[src/rtl/silent_pkg.sv]
`default_nettype none
// ---------------------------------------------------------------------------
// silent_pkg : shared types, constants and scale helper for the frame source
// Revision   : 1.0
// ---------------------------------------------------------------------------
package silent_pkg;

  typedef enum logic [1:0] {
    IDLE  = 2'd0,
    FETCH = 2'd1,
    DRAIN = 2'd2
  } state_t;

  localparam int          DEFAULT_DEPTH = 249;
  localparam logic [15:0] INTENSITY_SAT = 16'hFFFF;
  localparam int          MOD_UNITY     = 256;
  localparam int          MOD_SHIFT     = $clog2(MOD_UNITY);
  localparam int          MOD_WIDTH     = MOD_SHIFT + 1;
  localparam int          PROD_WIDTH    = 16 + MOD_WIDTH;

  // Unity-scaled multiply; anything that no longer fits 16 bits clamps to full scale.
  function automatic logic [15:0] scale_sat(input logic [15:0]          intensity,
                                            input logic [MOD_WIDTH-1:0] mod);
    logic [PROD_WIDTH-1:0]           product;
    logic [PROD_WIDTH-MOD_SHIFT-1:0] shifted;
    product = PROD_WIDTH'(intensity) * PROD_WIDTH'(mod);
    shifted = product[PROD_WIDTH-1:MOD_SHIFT];
    if (shifted > (PROD_WIDTH-MOD_SHIFT)'(INTENSITY_SAT)) begin
      return INTENSITY_SAT;
    end
    return shifted[15:0];
  endfunction

endpackage
`default_nettype wire

[src/rtl/silent_stream_source_if.sv]
`default_nettype none
// ---------------------------------------------------------------------------
// silent_stream_source_if : control, BRAM read port and output stream bundle
// Revision                : 1.0
// ---------------------------------------------------------------------------
interface silent_stream_source_if
  import silent_pkg::*;
#(
  parameter int ADDR_WIDTH = 14
) ();

  logic                  update;
  logic [ADDR_WIDTH-1:0] base_addr;
  logic [MOD_WIDTH-1:0]  mod;
  logic                  overrun_clr;
  logic                  busy;
  logic                  overrun;
  logic [ADDR_WIDTH-1:0] bram_addr;
  logic [31:0]           bram_rdata;
  logic                  dout_valid;
  logic [15:0]           intensity_out;
  logic [15:0]           phase_out;

  // Controller / memory / sink side
  modport master (
    output update, base_addr, mod, overrun_clr, bram_rdata,
    input  busy, overrun, bram_addr, dout_valid, intensity_out, phase_out
  );

  // Frame source side
  modport slave (
    input  update, base_addr, mod, overrun_clr, bram_rdata,
    output busy, overrun, bram_addr, dout_valid, intensity_out, phase_out
  );

endinterface
`default_nettype wire

[src/rtl/mod_scaler.sv]
`default_nettype none
// ---------------------------------------------------------------------------
// mod_scaler : registered intensity scale with saturation, phase pass-through
// Revision   : 1.0
// ---------------------------------------------------------------------------
module mod_scaler
  import silent_pkg::*;
(
  input  logic                 clk,
  input  logic                 rst_n,
  input  logic                 in_valid,
  input  logic                 in_first,
  input  logic [15:0]          in_intensity,
  input  logic [15:0]          in_phase,
  input  logic [MOD_WIDTH-1:0] in_mod,
  output logic                 out_first,
  output logic [15:0]          out_intensity,
  output logic [15:0]          out_phase
);

  // Data registers only load on valid beats so the outputs hold between frames.
  always_ff @(posedge clk or negedge rst_n) begin
    if (!rst_n) begin
      out_first     <= 1'b0;
      out_intensity <= '0;
      out_phase     <= '0;
    end else begin
      out_first <= in_valid & in_first;
      if (in_valid) begin
        out_intensity <= scale_sat(in_intensity, in_mod);
        out_phase     <= in_phase;
      end
    end
  end

endmodule
`default_nettype wire

[src/rtl/silent_stream_source.sv]
`default_nettype none
// ---------------------------------------------------------------------------
// silent_stream_source : BRAM frame fetch, intensity scale and strobed stream
// Revision             : 1.0
// ---------------------------------------------------------------------------
module silent_stream_source
  import silent_pkg::*;
#(
  parameter int DEPTH        = DEFAULT_DEPTH,
  parameter int ADDR_WIDTH   = 14,
  parameter int READ_LATENCY = 2
) (
  input  logic                   clk,
  input  logic                   rst_n,
  silent_stream_source_if.slave  bus
);

  localparam int                   CNT_WIDTH  = $clog2(DEPTH + READ_LATENCY + 2);
  localparam logic [CNT_WIDTH-1:0] LAST_BEAT  = CNT_WIDTH'(DEPTH - 1);
  localparam logic [CNT_WIDTH-1:0] DRAIN_LAST = CNT_WIDTH'(READ_LATENCY);

  state_t                  r_state;
  logic [CNT_WIDTH-1:0]    r_cnt;
  logic [ADDR_WIDTH-1:0]   r_base;
  logic [ADDR_WIDTH-1:0]   r_addr;
  logic [MOD_WIDTH-1:0]    r_mod;
  logic                    r_overrun;
  logic [READ_LATENCY-1:0] r_vld;
  logic [READ_LATENCY-1:0] r_fst;

  logic                    w_accept;
  logic                    w_reject;
  logic                    w_issue;
  logic                    w_first;
  logic [ADDR_WIDTH-1:0]   w_next_addr;

  assign w_accept    = bus.update && (r_state == IDLE);
  assign w_reject    = bus.update && (r_state != IDLE);
  assign w_issue     = (r_state == FETCH);
  assign w_first     = w_issue && (r_cnt == '0);
  // Address arithmetic wraps naturally at the BRAM address width.
  assign w_next_addr = r_base + ADDR_WIDTH'(r_cnt + CNT_WIDTH'(1));

  // r_cnt is the fetch index k in FETCH and the flush counter in DRAIN.
  always_ff @(posedge clk or negedge rst_n) begin
    if (!rst_n) begin
      r_state <= IDLE;
      r_cnt   <= '0;
      r_base  <= '0;
      r_addr  <= '0;
      r_mod   <= '0;
    end else begin
      unique case (r_state)
        IDLE: begin
          if (w_accept) begin
            r_state <= FETCH;
            r_cnt   <= '0;
            r_base  <= bus.base_addr;
            r_addr  <= bus.base_addr;
            r_mod   <= bus.mod;
          end
        end
        FETCH: begin
          if (r_cnt == LAST_BEAT) begin
            r_state <= DRAIN;
            r_cnt   <= '0;
          end else begin
            r_cnt  <= r_cnt + CNT_WIDTH'(1);
            r_addr <= w_next_addr;
          end
        end
        DRAIN: begin
          // Covers the BRAM latency plus the scaler register for the final beat.
          if (r_cnt == DRAIN_LAST) begin
            r_state <= IDLE;
            r_cnt   <= '0;
          end else begin
            r_cnt <= r_cnt + CNT_WIDTH'(1);
          end
        end
        default: begin
          r_state <= IDLE;
          r_cnt   <= '0;
        end
      endcase
    end
  end

  always_ff @(posedge clk or negedge rst_n) begin
    if (!rst_n) begin
      r_overrun <= 1'b0;
    end else if (w_reject) begin
      r_overrun <= 1'b1;
    end else if (bus.overrun_clr) begin
      r_overrun <= 1'b0;
    end
  end

  // Stage 0 is the registered address itself; the tail lines up with bram_rdata.
  always_ff @(posedge clk or negedge rst_n) begin
    if (!rst_n) begin
      r_vld <= '0;
      r_fst <= '0;
    end else begin
      r_vld[0] <= w_issue;
      r_fst[0] <= w_first;
      for (int i = 1; i < READ_LATENCY; i++) begin
        r_vld[i] <= r_vld[i-1];
        r_fst[i] <= r_fst[i-1];
      end
    end
  end

  mod_scaler u_mod_scaler (
    .clk           (clk),
    .rst_n         (rst_n),
    .in_valid      (r_vld[READ_LATENCY-1]),
    .in_first      (r_fst[READ_LATENCY-1]),
    .in_intensity  (bus.bram_rdata[31:16]),
    .in_phase      (bus.bram_rdata[15:0]),
    .in_mod        (r_mod),
    .out_first     (bus.dout_valid),
    .out_intensity (bus.intensity_out),
    .out_phase     (bus.phase_out)
  );

  assign bus.busy      = (r_state != IDLE);
  assign bus.overrun   = r_overrun;
  assign bus.bram_addr = r_addr;

endmodule
`default_nettype wire

[src/flat_wrapper.sv]
// flat-port wrapper written by rule: the top's interface ports become plain ports
module silent_stream_source_flat import silent_pkg::*;
#(
  parameter int DEPTH        = DEFAULT_DEPTH,
  parameter int ADDR_WIDTH   = 14,
  parameter int READ_LATENCY = 2
)
  (clk, rst_n, bus_update, bus_base_addr, bus_mod, bus_overrun_clr, bus_bram_rdata, bus_busy, bus_overrun, bus_bram_addr, bus_dout_valid, bus_intensity_out, bus_phase_out);
  silent_stream_source_if #(.ADDR_WIDTH(ADDR_WIDTH)) bus_i ();
  input  logic clk;
  input  logic rst_n;
  input wire logic [$bits(bus_i.update)-1:0] bus_update;
  input wire logic [$bits(bus_i.base_addr)-1:0] bus_base_addr;
  input wire logic [$bits(bus_i.mod)-1:0] bus_mod;
  input wire logic [$bits(bus_i.overrun_clr)-1:0] bus_overrun_clr;
  input wire logic [$bits(bus_i.bram_rdata)-1:0] bus_bram_rdata;
  output wire logic [$bits(bus_i.busy)-1:0] bus_busy;
  output wire logic [$bits(bus_i.overrun)-1:0] bus_overrun;
  output wire logic [$bits(bus_i.bram_addr)-1:0] bus_bram_addr;
  output wire logic [$bits(bus_i.dout_valid)-1:0] bus_dout_valid;
  output wire logic [$bits(bus_i.intensity_out)-1:0] bus_intensity_out;
  output wire logic [$bits(bus_i.phase_out)-1:0] bus_phase_out;
  assign bus_i.update = bus_update;
  assign bus_i.base_addr = bus_base_addr;
  assign bus_i.mod = bus_mod;
  assign bus_i.overrun_clr = bus_overrun_clr;
  assign bus_i.bram_rdata = bus_bram_rdata;
  assign bus_busy = bus_i.busy;
  assign bus_overrun = bus_i.overrun;
  assign bus_bram_addr = bus_i.bram_addr;
  assign bus_dout_valid = bus_i.dout_valid;
  assign bus_intensity_out = bus_i.intensity_out;
  assign bus_phase_out = bus_i.phase_out;
  silent_stream_source #(.DEPTH(DEPTH), .ADDR_WIDTH(ADDR_WIDTH), .READ_LATENCY(READ_LATENCY)) u_core (.clk(clk), .rst_n(rst_n), .bus(bus_i));
endmodule
[config.mk]
export PLATFORM = sky130hd
export DESIGN_NAME = silent_stream_source_flat
export DESIGN_NICKNAME = d
export VERILOG_FILES = /design/src/rtl/silent_pkg.sv /design/src/rtl/silent_stream_source_if.sv /design/src/rtl/mod_scaler.sv /design/src/rtl/silent_stream_source.sv /design/src/flat_wrapper.sv
export SDC_FILE = /design/constraint.sdc
export NUM_CORES = 1
export LEC_CHECK = 0
export CAP_MARGIN = 20
export CORE_ASPECT_RATIO = 0.9
export CORE_MARGIN = 4
export CORE_UTILIZATION = 57
export DETAILED_ROUTE_END_ITERATION = 8
export PLACE_DENSITY = 0.89
export SYNTH_ARGS = -nofsm -noshare
export SYNTH_HDL_FRONTEND = slang
export SYNTH_SLANG_ARGS = --single-unit
[constraint.sdc]
create_clock -name clk -period 6.35 [get_ports clk]
set_clock_uncertainty 0.1 [all_clocks]
set_input_delay 1.27 -clock clk [delete_from_list [all_inputs] [get_ports clk]]
set_output_delay 1.27 -clock clk [all_outputs]
set_load 0.05 [all_outputs]
==> After elaboration in Yosys (flattened, before gate mapping) <==
Index checks and enable logic that the tools add are counted.
{ "totals": {"wordCells": 53, "in_bits": 59, "register_bits": 85, "output_inout_bits": 49} }
{ "op_classes": {"reduce_logical": 11, "addsub": 3, "order_cmp": 1, "multipliers": 1, "n_bitwise": 1, "n_eq_ne": 8, "muxes": 17} }
{ "op_table": {"columns": ["operator", "n"], "rows": [
  ["2-to-1 mux 16 bit", 2],
  ["2-to-1 mux 14 bit", 2],
  ["one-hot mux 14 bit (2 select lines)", 1],
  ["multiplier 16 x 9 -> 25 bit", 1],
  ["2-to-1 mux 8 bit", 3],
  ["one-hot mux 8 bit (3 select lines)", 1],
  ["> comparator 17 x 16 -> 1 bit, second input constant", 1],
  ["adder 14 bit", 1],
  ["adder 8 x 1 -> 9 bit, second input constant", 1],
  ["adder 8 x 1 -> 8 bit, second input constant", 1],
  ["equality test 8 x 2 -> 1 bit, second input constant", 1],
  ["equality test 8 bit, second input constant", 1],
  ["logical NOT 8 bit", 1],
  ["2-to-1 mux 2 bit", 3],
  ["one-hot mux 2 bit (3 select lines)", 1],
  ["AND reduction 3 bit", 2],
  ["nonzero test 2 bit", 3],
  ["2-to-1 mux 1 bit", 4],
  ["!= test 2 x 1 -> 1 bit, second input constant", 2],
  ["!= test 2 bit, second input constant", 2],
  ["logical AND 1 bit", 3],
  ["equality test 2 x 1 -> 1 bit, second input constant", 1],
  ["equality test 2 bit, second input constant", 1],
  ["logical NOT 2 bit", 1],
  ["2 further kinds", 2]
]} }

==> Depth between registers and ports, before layout <==
{ "depth": {"depth_word": 5, "ltp_mapped": 20} }

==> Hierarchy <==
From an unflattened synthesis, not the netlist that was laid out.
{ "unflattened": {"cells_unflattened": 837, "hier_area_um2": 8374.3} }
{ "modules_own_cells": {"columns": ["module", "n_inst", "area_each_um2", "cells_per_inst"], "rows": [
  ["mod_scaler", 1, 5662.9, 585],
  ["silent_stream_source", 1, 2711.4, 252]
]} }

==> Least setup slack after synthesis <==
OpenSTA, ideal clock, no wires.
{ "synth_path": {"path_kind": "input to register", "start": "input port bus_bram_rdata[29]", "end": "register u_core.u_mod_scaler.out_intensity[14]", "setup_ns": 0.130, "cell_stages": 15, "path_slack_ns": 0.782, "n_path_buf": 1, "t_arrival_ns": 5.338, "required_ns": 6.120, "path_cell_list": "clkbuf_1 and2_1 fa_1 fa_1 fa_1 inv_1 fa_1 inv_1 ha_1 a21oi_1 a21boi_1 a31oi_4 a211oi_4 o221a_1 nor3_2"} }
{ "synth_between": {"elab_chain_cells": 5} }
{ "synth_rtl": {"columns": ["element", "line", "source"], "rows": [
  ["start, declared", "flat_wrapper.sv:16", "input wire logic [$bits(bus_i.bram_rdata)-1:0] bus_bram_rdata;"],
  ["multiplier 16 x 9 -> 25 bit *", "silent_pkg.sv:26", "product = PROD_WIDTH'(intensity) * PROD_WIDTH'(mod);"],
  ["> comparator 17 x 16 -> 1 bit", "silent_pkg.sv:28", "if (shifted > (PROD_WIDTH-MOD_SHIFT)'(INTENSITY_SAT)) begin"],
  ["2-to-1 mux 1 bit", "silent_pkg.sv:28", null],
  ["2-to-1 mux 1 bit", "mod_scaler.sv:29", "if (in_valid) begin"],
  ["2-to-1 mux 16 bit *", "silent_pkg.sv:31", "return shifted[15:0];"],
  ["end signal, assigned", "mod_scaler.sv:30", "out_intensity <= scale_sat(in_intensity, in_mod);"],
  ["end, declared", "mod_scaler.sv:17", "output logic [15:0] out_intensity,"]
]} }
Mark *: on every way between the ends. The rest lies on a longest branch, timed or not. The select of a mux whose other input is x is not followed.
A chain may end at the register's enable or synchronous reset.

==> Final worst setup path <==
{ "layout_path": {"start": "input port bus_bram_rdata[21]", "end": "register u_core.u_mod_scaler.out_intensity[15]"} }
The elaborated chain is that of the path after synthesis.

==> impl_metrics.env <==
export IMPL_unrepaired_setup_endpoints_after_global_routing="false"
export IMPL_clk_pin_slew_worst_paths_ns=0.07
export IMPL_dr_first_iter_drc_count=443
export IMPL_final_critical_path_required_period_ns=6.09
export IMPL_fmax_mhz=164
export IMPL_slew_headroom_pct=36.4
export IMPL_antenna_diode_count=0
export IMPL_critPathArrivalTime_ns=6.25
export IMPL_areaGrowthSynthToFinish_pct=19.5
export IMPL_layout_cells_most_common_list="sky130_fd_sc_hd__inv_1 (141), sky130_fd_sc_hd__clkdlybuf4s50_1 (106), sky130_fd_sc_hd__fa_1 (99)"
export IMPL_post_drt_via_cell_ratio=5.50
export IMPL_finish_utilization_pct=70.0
export IMPL_setup_ws_ns=0.258
export IMPL_antenna_found_initial=0
export IMPL_top_level_ports=108
export IMPL_drive_gt1_share_pct=8.42
export IMPL_path_buf_inv=3
export IMPL_synth_fp_nets=1069
export IMPL_die_width_um=135
export IMPL_antenna_violating_nets_remaining=0
export IMPL_final_cells=1155
export IMPL_timing_critical_path_depth=16
export IMPL_synth_edff_count=0
export IMPL_r2r_slack_ns=1.08
export IMPL_grt_max_degree=65
export IMPL_total_clock_buffers_created_by_cts=9
export IMPL_place_worst_setup_slack_ns=-0.0195
export IMPL_insertion_delay_ns=0.35
export IMPL_first_global_vias=6992
export IMPL_detail_route_drc_violations=0
export IMPL_die_area_mm2=0.0165
export IMPL_worst_path_dominant_cell_family="adder cells"
export IMPL_ys_async_sr_fraction_pct=100
export IMPL_layout_commonest_cell="sky130_fd_sc_hd__inv_1"
export IMPL_worst_r2r_endpoint="u_core.u_mod_scaler.out_intensity[15]$_DFFE_PN0P_"
export IMPL_synthFlopType="sky130_fd_sc_hd__dfrtp_1"
export IMPL_synth_cell_type_count=54
export IMPL_rr_startpoint="u_core.r_mod[2]$_DFFE_PN0P_"
export IMPL_timing_critical_path_slowest_cell_delay_ns=0.59
export IMPL_clock_root_buffer="sky130_fd_sc_hd__clkbuf_16"
export IMPL_postCtsSetupBuffers=0
export IMPL_tritoncts="built"
export IMPL_synthesis_instances=855
export IMPL_vias=6356
export IMPL_wl_per_cell_um=16.3
export IMPL_report_final_hold_viol_count=0
export IMPL_initial_core_util_pct=58.6
export IMPL_grt_pass1_wl_um=32500
export IMPL_crit_path_start="bus_bram_rdata[21]"
export IMPL_setup_viol=0
export IMPL_port_buffer_count=107
export IMPL_synth_seq_cells=85
export IMPL_holdWs_ns=0.255
export IMPL_drt_pre_antenna_iters=5
export IMPL_htreeDepth=3
export IMPL_clock_sink_count=85
export IMPL_design_core_area_mm2=0.0142
export IMPL_global_route_overflow_total=0
export IMPL_die_h_um=122
export IMPL_outcome="finished clean"
export IMPL_gpl_final_weighted_congestion=0.873
export IMPL_start_kind="input port"
export IMPL_mappedNetlistArea_mm2=0.00829
export IMPL_numPlacedInstances=1138
export IMPL_critPathMostFrequentCell="sky130_fd_sc_hd__fa_1"
export IMPL_clockBufferDepth=2
export IMPL_worst_path_max_fanout=9
export IMPL_timing_max_transition_violations_final=0
export IMPL_timing_max_cap_violations=0
export IMPL_synth_seq_area_share_pct=25.7
export IMPL_slowest_stage="sky130_fd_sc_hd__clkdlybuf4s50_1"
export IMPL_dpl_hpwl_um=14400
export IMPL_sort_of_element_at_the_end_of_the_critical_path="register"
export IMPL_worst_ep_required_time_ns=6.51
export IMPL_worst_r2r_cell_count=17
export IMPL_ctsResizeCount=0
export IMPL_crit_path_end="u_core.u_mod_scaler.out_intensity[15]$_DFFE_PN0P_"
export IMPL_synth_warning_count=0
export IMPL_row_count=41
export IMPL_path_cells="clkdlybuf4s50_1, and2_1, fa_1, fa_1, fa_1, inv_1, fa_1, inv_1, ha_1, a21oi_1, o221ai_1, o21ai_2, a31oi_4, a211oi_4, a211oi_1, a211oi_1"
export IMPL_mean_instance_size_in_the_synthesized_netlist_um2=9.70
export IMPL_cts_hold_repair_buffers=0
export IMPL_global_route_usage_total_pct=24.5
export IMPL_route_final_wire_length_um=18800
export IMPL_worst_setup_path_type="input port to register"
export IMPL_hold_start="u_core.r_fst[0]$_DFF_PN0_"
export IMPL_nets=1171
export IMPL_layout_worst_path_cycle_share_pct=95.9
export IMPL_worst_slew_pin_tran_ns=0.954
export IMPL_min_path_type="register to register"
## stage by stage
stage | setup TNS [ns] | cell area [um^2]
floorplan | 0 | 8290
global placement | 0 | 9590
detailed placement | -0.0195 | 9590
CTS | 0 | 9880
global route | 0 | 9910
finish | 0 | 9910
## routing by layer
metal	vias up	part of all wire, %	track usage (%)	wire, um
met5	-	0	0	0
li1	2941	-	-	-
met1	3202	41	30.4	7710
met4	0	2.3	8.06	424
met3	36	5.4	5.49	1010
met2	177	51	42.7	9660
## final cells by class
type                            instances  area [um^2]
Multi-Input combinational cell        597         5510
Inverter                              141          529
Fill cell                            1068         4250
Timing Repair Buffer                  123         1210
Clock inverter                          4         31.3
Clock buffer                           12          256
Tap cell                              193          241
Sequential cell                        85         2130
## how the worst min path moves through the flow
| stage | cells after the start | to |
|---|---|---|
| 3_3_place_gp | 0 | u_core.r_vld[1]$_DFF_PN0_ |
| 6_report | 0 | u_core.r_fst[1]$_DFF_PN0_ |
| 3_5_place_dp | 0 | u_core.r_fst[1]$_DFF_PN0_ |
| 5_1_grt | 0 | u_core.r_vld[1]$_DFF_PN0_ |
| 4_1_cts | 0 | u_core.r_fst[1]$_DFF_PN0_ |
| 2_1_floorplan | 0 | u_core.r_fst[1]$_DFF_PN0_ |
## kinds of logic after synthesis
group           Yosys count  synth area share, %
mux                      48                 6.38
flops                    85                 25.7
fa+ha+maj               155                 32.4
simple gates            255                 15.3
compound gates          114                 9.81
xor+xnor                 25                 2.64
buf+inv                 173                 7.88
## state kept, by name, indices dropped and copies added, names as in the netlist
signal / count
u_core.u_mod_scaler.out_intensity: 16
u_core.u_mod_scaler.out_phase: 16
u_core.bus.bram_addr: 14
u_core.r_base: 14
u_core.r_mod: 9
u_core.r_cnt: 8
u_core.r_fst: 2
u_core.r_state: 2
u_core.r_vld: 2
u_core.bus.overrun: 1
u_core.u_mod_scaler.out_first: 1
## synthesized netlist by cell type (all sizes together), types with 7 or more instances
master  count  share of area [%]
dfrtp      85                 26
mux2       39                5.3
mux2i       9                1.1
o22a       11                1.2
xor2        7               0.74
inv       141                6.4
xnor2      18                1.9
nand2      97                4.4
ha         56                8.5
fa         99                 24
a21oi      28                1.7
o21ai      26                1.6
a21o        8               0.72
nor2       35                1.6
nor3        8               0.54
and2       85                6.4
clkbuf     26                1.2
Power is left out: the tool's default activity adds up to more than one toggle a clock period on the data nets, which glitch-free logic cannot reach.
